[config.mk]
export PLATFORM = sky130hd
export DESIGN_NAME = systolic_result_sink
export DESIGN_NICKNAME = d
export VERILOG_FILES = /design/src/rtl/systolic_result_sink.sv
export SDC_FILE = /design/constraint.sdc
export NUM_CORES = 1
export LEC_CHECK = 0
export CAP_MARGIN = 0
export CELL_PAD_IN_SITES_DETAIL_PLACEMENT = 1
export CELL_PAD_IN_SITES_GLOBAL_PLACEMENT = 2
export CORE_MARGIN = 3
export CORE_UTILIZATION = 25
export CTS_CLUSTER_DIAMETER = 100
export DETAILED_ROUTE_END_ITERATION = 10
export HOLD_SLACK_MARGIN = 0.15
export PLACE_DENSITY = 0.54
export SLEW_MARGIN = 40
export SYNTH_ARGS = -nofsm -noshare
export SYNTH_HDL_FRONTEND = slang
export SYNTH_SLANG_ARGS = --single-unit
[constraint.sdc]
create_clock -name clk -period 10.65 [get_ports clk]
set_input_delay 2.13 -clock clk [delete_from_list [all_inputs] [get_ports clk]]
set_output_delay 2.13 -clock clk [all_outputs]
set_load 0.03 [all_outputs]
[src/rtl/systolic_result_sink.sv]
// systolic_result_sink: consumes the feeder's paired activation/weight stream,
// forms signed lane-wise dot products, accumulates them over a configured beat
// count and writes each finished sum to consecutive unified-buffer addresses
// through a small result FIFO that absorbs write-side stalls.
module systolic_result_sink #(
  parameter int WORD_SIZE      = 32,
  parameter int LANE_BITS      = 8,
  parameter int WORD_ADDR_BITS = 16,
  parameter int ACC_BITS       = 32,
  parameter int CNT_BITS       = 10,
  parameter int FIFO_DEPTH     = 4
) (
  input  logic                      clk,
  input  logic                      rst,
  input  logic                      config_valid,
  input  logic [WORD_ADDR_BITS-1:0] dst_addr,
  input  logic [CNT_BITS-1:0]       acc_len,
  input  logic [CNT_BITS-1:0]       out_total,
  output logic                      ack,
  output logic                      busy,
  output logic                      done,
  output logic                      overflow,
  input  logic                      DI_valid,
  input  logic [WORD_SIZE-1:0]      DI_uni,
  input  logic [WORD_SIZE-1:0]      DI_wei,
  input  logic                      wr_ready,
  output logic                      wr_wen,
  output logic [WORD_ADDR_BITS-1:0] wr_addr,
  output logic [ACC_BITS-1:0]       wr_data
);

  localparam int LANES     = WORD_SIZE / LANE_BITS;
  localparam int PROD_BITS = 2 * LANE_BITS;
  localparam int PTR_BITS  = $clog2(FIFO_DEPTH);

  typedef enum logic [1:0] {
    IDLE  = 2'd0,
    RUN   = 2'd1,
    DRAIN = 2'd2
  } SinkState;

  SinkState r_state;
  SinkState w_stateNext;

  logic [WORD_ADDR_BITS-1:0] r_dstAddr;
  logic [CNT_BITS-1:0]       r_accLen;
  logic [CNT_BITS-1:0]       r_outTotal;
  logic [CNT_BITS-1:0]       r_beatCnt;
  logic [CNT_BITS-1:0]       r_resCnt;
  logic [ACC_BITS-1:0]       r_acc;
  logic                      r_ack;
  logic                      r_done;
  logic                      r_zeroPend;
  logic                      r_overflow;

  logic [WORD_ADDR_BITS-1:0] r_fifoAddr [FIFO_DEPTH];
  logic [ACC_BITS-1:0]       r_fifoData [FIFO_DEPTH];
  logic [PTR_BITS-1:0]       r_wrPtr;
  logic [PTR_BITS-1:0]       r_rdPtr;
  logic [PTR_BITS:0]         r_count;

  logic                      w_accept;
  logic                      w_zeroJob;
  logic                      w_finish;
  logic                      w_lastBeat;
  logic                      w_lastResult;
  logic                      w_push;
  logic                      w_pushOk;
  logic                      w_pop;
  logic                      w_fifoEmpty;
  logic                      w_fifoFull;
  logic [ACC_BITS-1:0]       w_laneProd [LANES];
  logic [ACC_BITS-1:0]       w_beatSum;
  logic [ACC_BITS-1:0]       w_accNext;
  logic [WORD_ADDR_BITS-1:0] w_pushAddr;

  // Each lane is multiplied as signed LANE_BITS operands, then sign-extended to the accumulator width.
  for (genvar g = 0; g < LANES; g++) begin : gLane
    logic signed [PROD_BITS-1:0] w_prodRaw;
    assign w_prodRaw = $signed(DI_uni[g*LANE_BITS +: LANE_BITS]) *
                       $signed(DI_wei[g*LANE_BITS +: LANE_BITS]);
    assign w_laneProd[g] = {{(ACC_BITS-PROD_BITS){w_prodRaw[PROD_BITS-1]}}, w_prodRaw};
  end

  // Sum of lane products for the current beat; wraps modulo 2^ACC_BITS.
  always_comb begin
    w_beatSum = '0;
    for (int i = 0; i < LANES; i++) begin
      w_beatSum = w_beatSum + w_laneProd[i];
    end
  end

  assign w_accNext    = (r_beatCnt == '0) ? w_beatSum : r_acc + w_beatSum;
  assign w_lastBeat   = (r_beatCnt == r_accLen - CNT_BITS'(1));
  assign w_lastResult = (r_resCnt == r_outTotal - CNT_BITS'(1));
  assign w_pushAddr   = r_dstAddr + {{(WORD_ADDR_BITS-CNT_BITS){1'b0}}, r_resCnt};

  assign w_fifoEmpty = (r_count == '0);
  assign w_fifoFull  = (r_count == (PTR_BITS+1)'(FIFO_DEPTH));
  assign w_push      = (r_state == RUN) && DI_valid && w_lastBeat;
  assign w_pop       = !w_fifoEmpty && wr_ready;
  assign w_pushOk    = w_push && (!w_fifoFull || w_pop);

  assign wr_wen   = w_pop;
  assign wr_addr  = w_fifoEmpty ? '0 : r_fifoAddr[r_rdPtr];
  assign wr_data  = w_fifoEmpty ? '0 : r_fifoData[r_rdPtr];
  assign ack      = r_ack;
  assign done     = r_done;
  assign overflow = r_overflow;
  assign busy     = (r_state != IDLE);

  // State register for the job sequencer.
  always_ff @(posedge clk) begin
    if (rst) begin
      r_state <= IDLE;
    end else begin
      r_state <= w_stateNext;
    end
  end

  // Next-state logic; DRAIN finishes on the edge that empties the FIFO so done lands right after the last pop.
  always_comb begin
    w_stateNext = r_state;
    w_accept    = 1'b0;
    w_zeroJob   = 1'b0;
    w_finish    = 1'b0;
    case (r_state)
      IDLE: begin
        if (config_valid) begin
          if (acc_len == '0 || out_total == '0) begin
            w_zeroJob = 1'b1;
          end else begin
            w_accept    = 1'b1;
            w_stateNext = RUN;
          end
        end
      end
      RUN: begin
        if (DI_valid && w_lastBeat && w_lastResult) begin
          w_stateNext = DRAIN;
        end
      end
      DRAIN: begin
        if (w_fifoEmpty || (r_count == {{PTR_BITS{1'b0}}, 1'b1} && w_pop)) begin
          w_finish    = 1'b1;
          w_stateNext = IDLE;
        end
      end
      default: w_stateNext = IDLE;
    endcase
  end

  // Job configuration, beat/result counters, accumulator and handshake pulses.
  always_ff @(posedge clk) begin
    if (rst) begin
      r_dstAddr  <= '0;
      r_accLen   <= '0;
      r_outTotal <= '0;
      r_beatCnt  <= '0;
      r_resCnt   <= '0;
      r_acc      <= '0;
      r_ack      <= 1'b0;
      r_done     <= 1'b0;
      r_zeroPend <= 1'b0;
      r_overflow <= 1'b0;
    end else begin
      r_ack      <= w_accept || w_zeroJob;
      r_zeroPend <= w_zeroJob;
      r_done     <= w_finish || r_zeroPend;
      if (w_accept) begin
        r_dstAddr  <= dst_addr;
        r_accLen   <= acc_len;
        r_outTotal <= out_total;
        r_beatCnt  <= '0;
        r_resCnt   <= '0;
        r_acc      <= '0;
        r_overflow <= 1'b0;
      end else if (r_state == RUN && DI_valid) begin
        r_acc <= w_accNext;
        if (w_lastBeat) begin
          r_beatCnt <= '0;
          r_resCnt  <= r_resCnt + CNT_BITS'(1);
        end else begin
          r_beatCnt <= r_beatCnt + CNT_BITS'(1);
        end
        if (w_push && !w_pushOk) begin
          r_overflow <= 1'b1;
        end
      end
    end
  end

  // FIFO pointers and occupancy; a full FIFO still accepts a push when the head pops in the same cycle.
  always_ff @(posedge clk) begin
    if (rst) begin
      r_wrPtr <= '0;
      r_rdPtr <= '0;
      r_count <= '0;
    end else begin
      if (w_pushOk) begin
        r_wrPtr <= r_wrPtr + PTR_BITS'(1);
      end
      if (w_pop) begin
        r_rdPtr <= r_rdPtr + PTR_BITS'(1);
      end
      case ({w_pushOk, w_pop})
        2'b10:   r_count <= r_count + (PTR_BITS+1)'(1);
        2'b01:   r_count <= r_count - (PTR_BITS+1)'(1);
        default: r_count <= r_count;
      endcase
    end
  end

  // FIFO storage; contents need no reset because occupancy gates every read.
  always_ff @(posedge clk) begin
    if (w_pushOk) begin
      r_fifoAddr[r_wrPtr] <= w_pushAddr;
      r_fifoData[r_wrPtr] <= w_accNext;
    end
  end

endmodule

==> impl_results.rst <==
.. list-table::
   :header-rows: 1

   * - Metric
     - Value
   * - Yosys warnings
     - 0
   * - Average routed wire per standard cell
     - 17.7 microns
   * - Pins Over Slew Limit
     - 0
   * - Post-detail-place hpwl
     - 61500 microns
   * - Most common flop cell mapped by yosys
     - edfxtp_1
   * - CTS clk-pin slew, worst paths
     - 0.07 ns
   * - Antenna cell count
     - 0
   * - Number of global-route vias before repair
     - 21245
   * - Crit path max fanout
     - 4
   * - Total area of sequential cells
     - 0.00784 sq mm
   * - Mapped Nets
     - 3003
   * - Hold Vio Cnt, Final
     - 0
   * - Via count normalized by instance count
     - 4.35
   * - Critical path type
     - in -> reg
   * - Number of clock sinks
     - 295
   * - First-pass GRT wire length
     - 120000 microns
   * - CTS buffer count
     - 31
   * - CP max stage delay
     - 0.64 ns
   * - Critical path's most frequent cell
     - fa_1
   * - RD Place Congestion
     - 0.781
   * - Summed instance area of the synthesized netlist
     - 0.0257 sq mm
   * - Insertion delay of the later-clocked pin in the worst-skew pair
     - 0.59 ns
   * - Number of nets with antenna violations after detailed routing
     - 0
   * - Origin of the worst min-delay path
     - r_zeroPend
   * - FILL cells
     - 11363
   * - Final worst-path cycle share
     - 97.6%
   * - Origin of the critical flop-to-flop path
     - r_accLen[0]
   * - Core ar.
     - 0.101 sq mm
   * - # H-tree levels
     - 1
   * - Shortest clock period the worst path allows after layout
     - 10.40 ns
   * - Highest clock rate
     - 0.0962 GHz
   * - Number of synthesized flops with an enable pin
     - 192
   * - DRC viols
     - 0
   * - FF+latch count, synth
     - 295
   * - CP startpoint kind
     - input port
   * - Post-synthesis cell type count
     - 66
   * - Max capacitance violation total
     - 0
   * - Data arrival time of the critical path
     - 10.89 ns
   * - Top-level port count
     - 158
   * - Pre-Repair DR Iteration Count
     - 5
   * - Proportion of synthesized flip-flops having asynchronous set or reset
     - 0%
   * - Aggregate global routing overflow
     - 0
   * - Starting utilization of the core area
     - 25.4%
   * - Clock Root Buffer
     - clkbuf_16
   * - Clock tree from TritonCTS
     - done
   * - Sequential share of the synthesized area
     - 30.5%
   * - Number of cell rows
     - 116
   * - Floorplan die width
     - 326 microns
   * - Hold buffer count at CTS
     - 0
   * - Combined area of the multi-input logic cells
     - 0.0167 sq mm
   * - NumNets Final
     - 3450
   * - Syn Inst Count
     - 2414
   * - Class of the tightest hold or removal check
     - reg -> reg
   * - Global-route usage over all layers
     - 14.1%
   * - Buffers on Ports
     - 157
   * - Standard cell with the maximum stage delay on the critical path
     - fa_2
   * - Run status
     - complete, no violations
   * - Final setup skew
     - 0.0333 ns
   * - Area delta synth->final
     - 28.6%
   * - Violation count after the first detailed-route iteration
     - 538
   * - Vias after detailed routing
     - 18462
   * - Maximum number of pins on one net before global-route repair
     - 51
   * - Number of setup violations in the final report
     - 0
   * - Share of the core filled with cells in the final layout
     - 32.7%
   * - Buffer depth of the longest clock path
     - 3
   * - Endpoint type of the worst setup path
     - register
   * - Max_slew headroom
     - 46.5%
   * - Routed Wire Length
     - 75200 microns
   * - Number of antenna violations at the first check in global routing
     - 2
   * - Slew at the pin closest to its max-slew limit
     - 0.793 ns
   * - DIE HEIGHT
     - 326 microns
   * - Post-synthesis area per instance
     - 10.6 sq um
   * - Source of the critical timing path
     - DI_wei[19]
   * - Layout cells sized above 1
     - 20.8%
   * - Overall die area
     - 0.107 sq mm
   * - Data required time of the critical path
     - 11.14 ns
[registers in the layout (all words and copies together) (netlist names), 2 cells and up, named ones only]
name        flops
r_outTotal     10
r_wrPtr         2
r_rdPtr         2
r_fifoData    128
r_fifoAddr     64
r_resCnt       10
r_state         2
r_acc          32
r_dstAddr      16
r_beatCnt      10
r_count         3
r_accLen       10
[critical path: cells and delay by family]
kind / cells / cell delay (ns)
mux: 1 / 0.51
compound gates: 6 / 1.08
fa+ha+maj: 10 / 4.65
buf+inv: 8 / 0.96
simple gates: 6 / 1.55
[cells by family (layout without fill, tap and decap cells)]
group	Yosys count	count (layout)	share of synthesized area [%]
AND/OR/NAND/NOR	721	721	14.4
multiplexers	61	61	4.79
adder cells (fa/ha/maj)	484	484	33.2
buffers and inverters	473	945	6.92
flip-flops	295	295	30.5
XOR/XNOR	97	97	3.34
AO/OA/AOI/OAI	283	283	6.93
[placed cells by master, fill, tap and decap left out, types with 11 or more instances in the layout]
master / count
dfxtp_1: 101
nor3_1: 24
a21o_1: 14
xor2_1: 34
nand4_1: 14
a211oi_1: 11
clkbuf_16: 31
nor2_1: 94
nand2b_1: 22
inv_2: 14
a21oi_1: 95
fa_2: 30
and2_1: 187
fa_1: 298
dlymetal6s2s_1: 39
inv_1: 394
and2_4: 11
ha_4: 12
xnor2_1: 55
buf_4: 295
nor2b_1: 19
nand2_1: 243
ha_1: 139
nand3_1: 19
edfxtp_1: 192
clkdlybuf4s50_1: 102
o21a_1: 14
mux4_2: 49
buf_6: 21
or3_1: 11
o21ai_0: 44
[Yosys cell counts (all sizes together) (6+ instances only)]
cell / n / area share (%)
inv: 409 / 6.0
fa: 328 / 26
nand2: 250 / 3.7
and2: 198 / 4.8
edfxtp: 192 / 22
ha: 156 / 7.6
a21oi: 105 / 2.0
dfxtp: 103 / 8.0
nor2: 98 / 1.4
o21ai: 59 / 1.2
xnor2: 59 / 2.0
clkbuf: 51 / 0.75
mux4: 49 / 4.3
xor2: 38 / 1.3
nor3: 28 / 0.55
nand2b: 24 / 0.58
nor2b: 23 / 0.56
nand3: 19 / 0.37
nand4: 15 / 0.42
or3: 15 / 0.37
a21o: 14 / 0.41
o21a: 14 / 0.41
buf: 13 / 0.19
a211oi: 12 / 0.35
and3: 12 / 0.29
a31oi: 11 / 0.27
nor4: 10 / 0.41
o211ai: 10 / 0.29
mux2i: 8 / 0.31
o211a: 8 / 0.31
or2: 8 / 0.19
a21boi: 6 / 0.18
a311oi: 6 / 0.20
or4: 6 / 0.19
[metrics by stage]
| stage | cells | worst slack (ns) | area, sq um | hold slack [ns] | setup TNS [ns] |
|---|---|---|---|---|---|
| 2_1_floorplan | 2414 | 0.0321 | 25700 | 0.413 | 0 |
| 5_1_grt | 4243 | -0.0120 | 33000 | 0.486 | -0.0120 |
| 6_report | 4243 | 0.255 | 33000 | 0.443 | 0 |
| 4_1_cts | 4217 | 0.00449 | 32200 | 0.454 | 0 |
| 3_3_place_gp | 4156 | -1.09 | 30900 | 0.431 | -53.62 |
| 3_5_place_dp | 4157 | -1.22 | 31000 | 0.437 | -60.99 |
[what timing repair did]
item / 4_1_cts / 5_1_grt
buffers inserted: 2 / 23
setup endpoints to repair: 63 / 76
gates resized for setup: 55 / 194
pin swaps: 23 / 108
[final timing paths]
check,cells past startpoint,slack (ns),end
setup reg to reg,10,6.52,r_fifoData[1][20]
setup / recovery,31,0.25,r_acc[31]
hold reg to reg,2,0.44,done
hold / removal,2,0.44,done
[per-layer routing]
layer,GRT usage (%),routed length (microns)
met1,18.0,33600
met2,26.4,39100
met3,0.843,1380
met4,2.34,1120
met5,0,0
[layout make-up]
type                            count  share of cell area [%]
Sequential cell                   295                    23.7
Timing Repair Buffer              478                    12.7
Multi-Input combinational cell   1646                    50.5
Inverter                          409                    4.66
Tap cell                         1357                    5.14
Clock buffer                       33                    2.37
Clock inverter                     25                   0.928
Power is not shown: default switching activity piles up to over one toggle a cycle in this logic, so the estimate is an artifact.
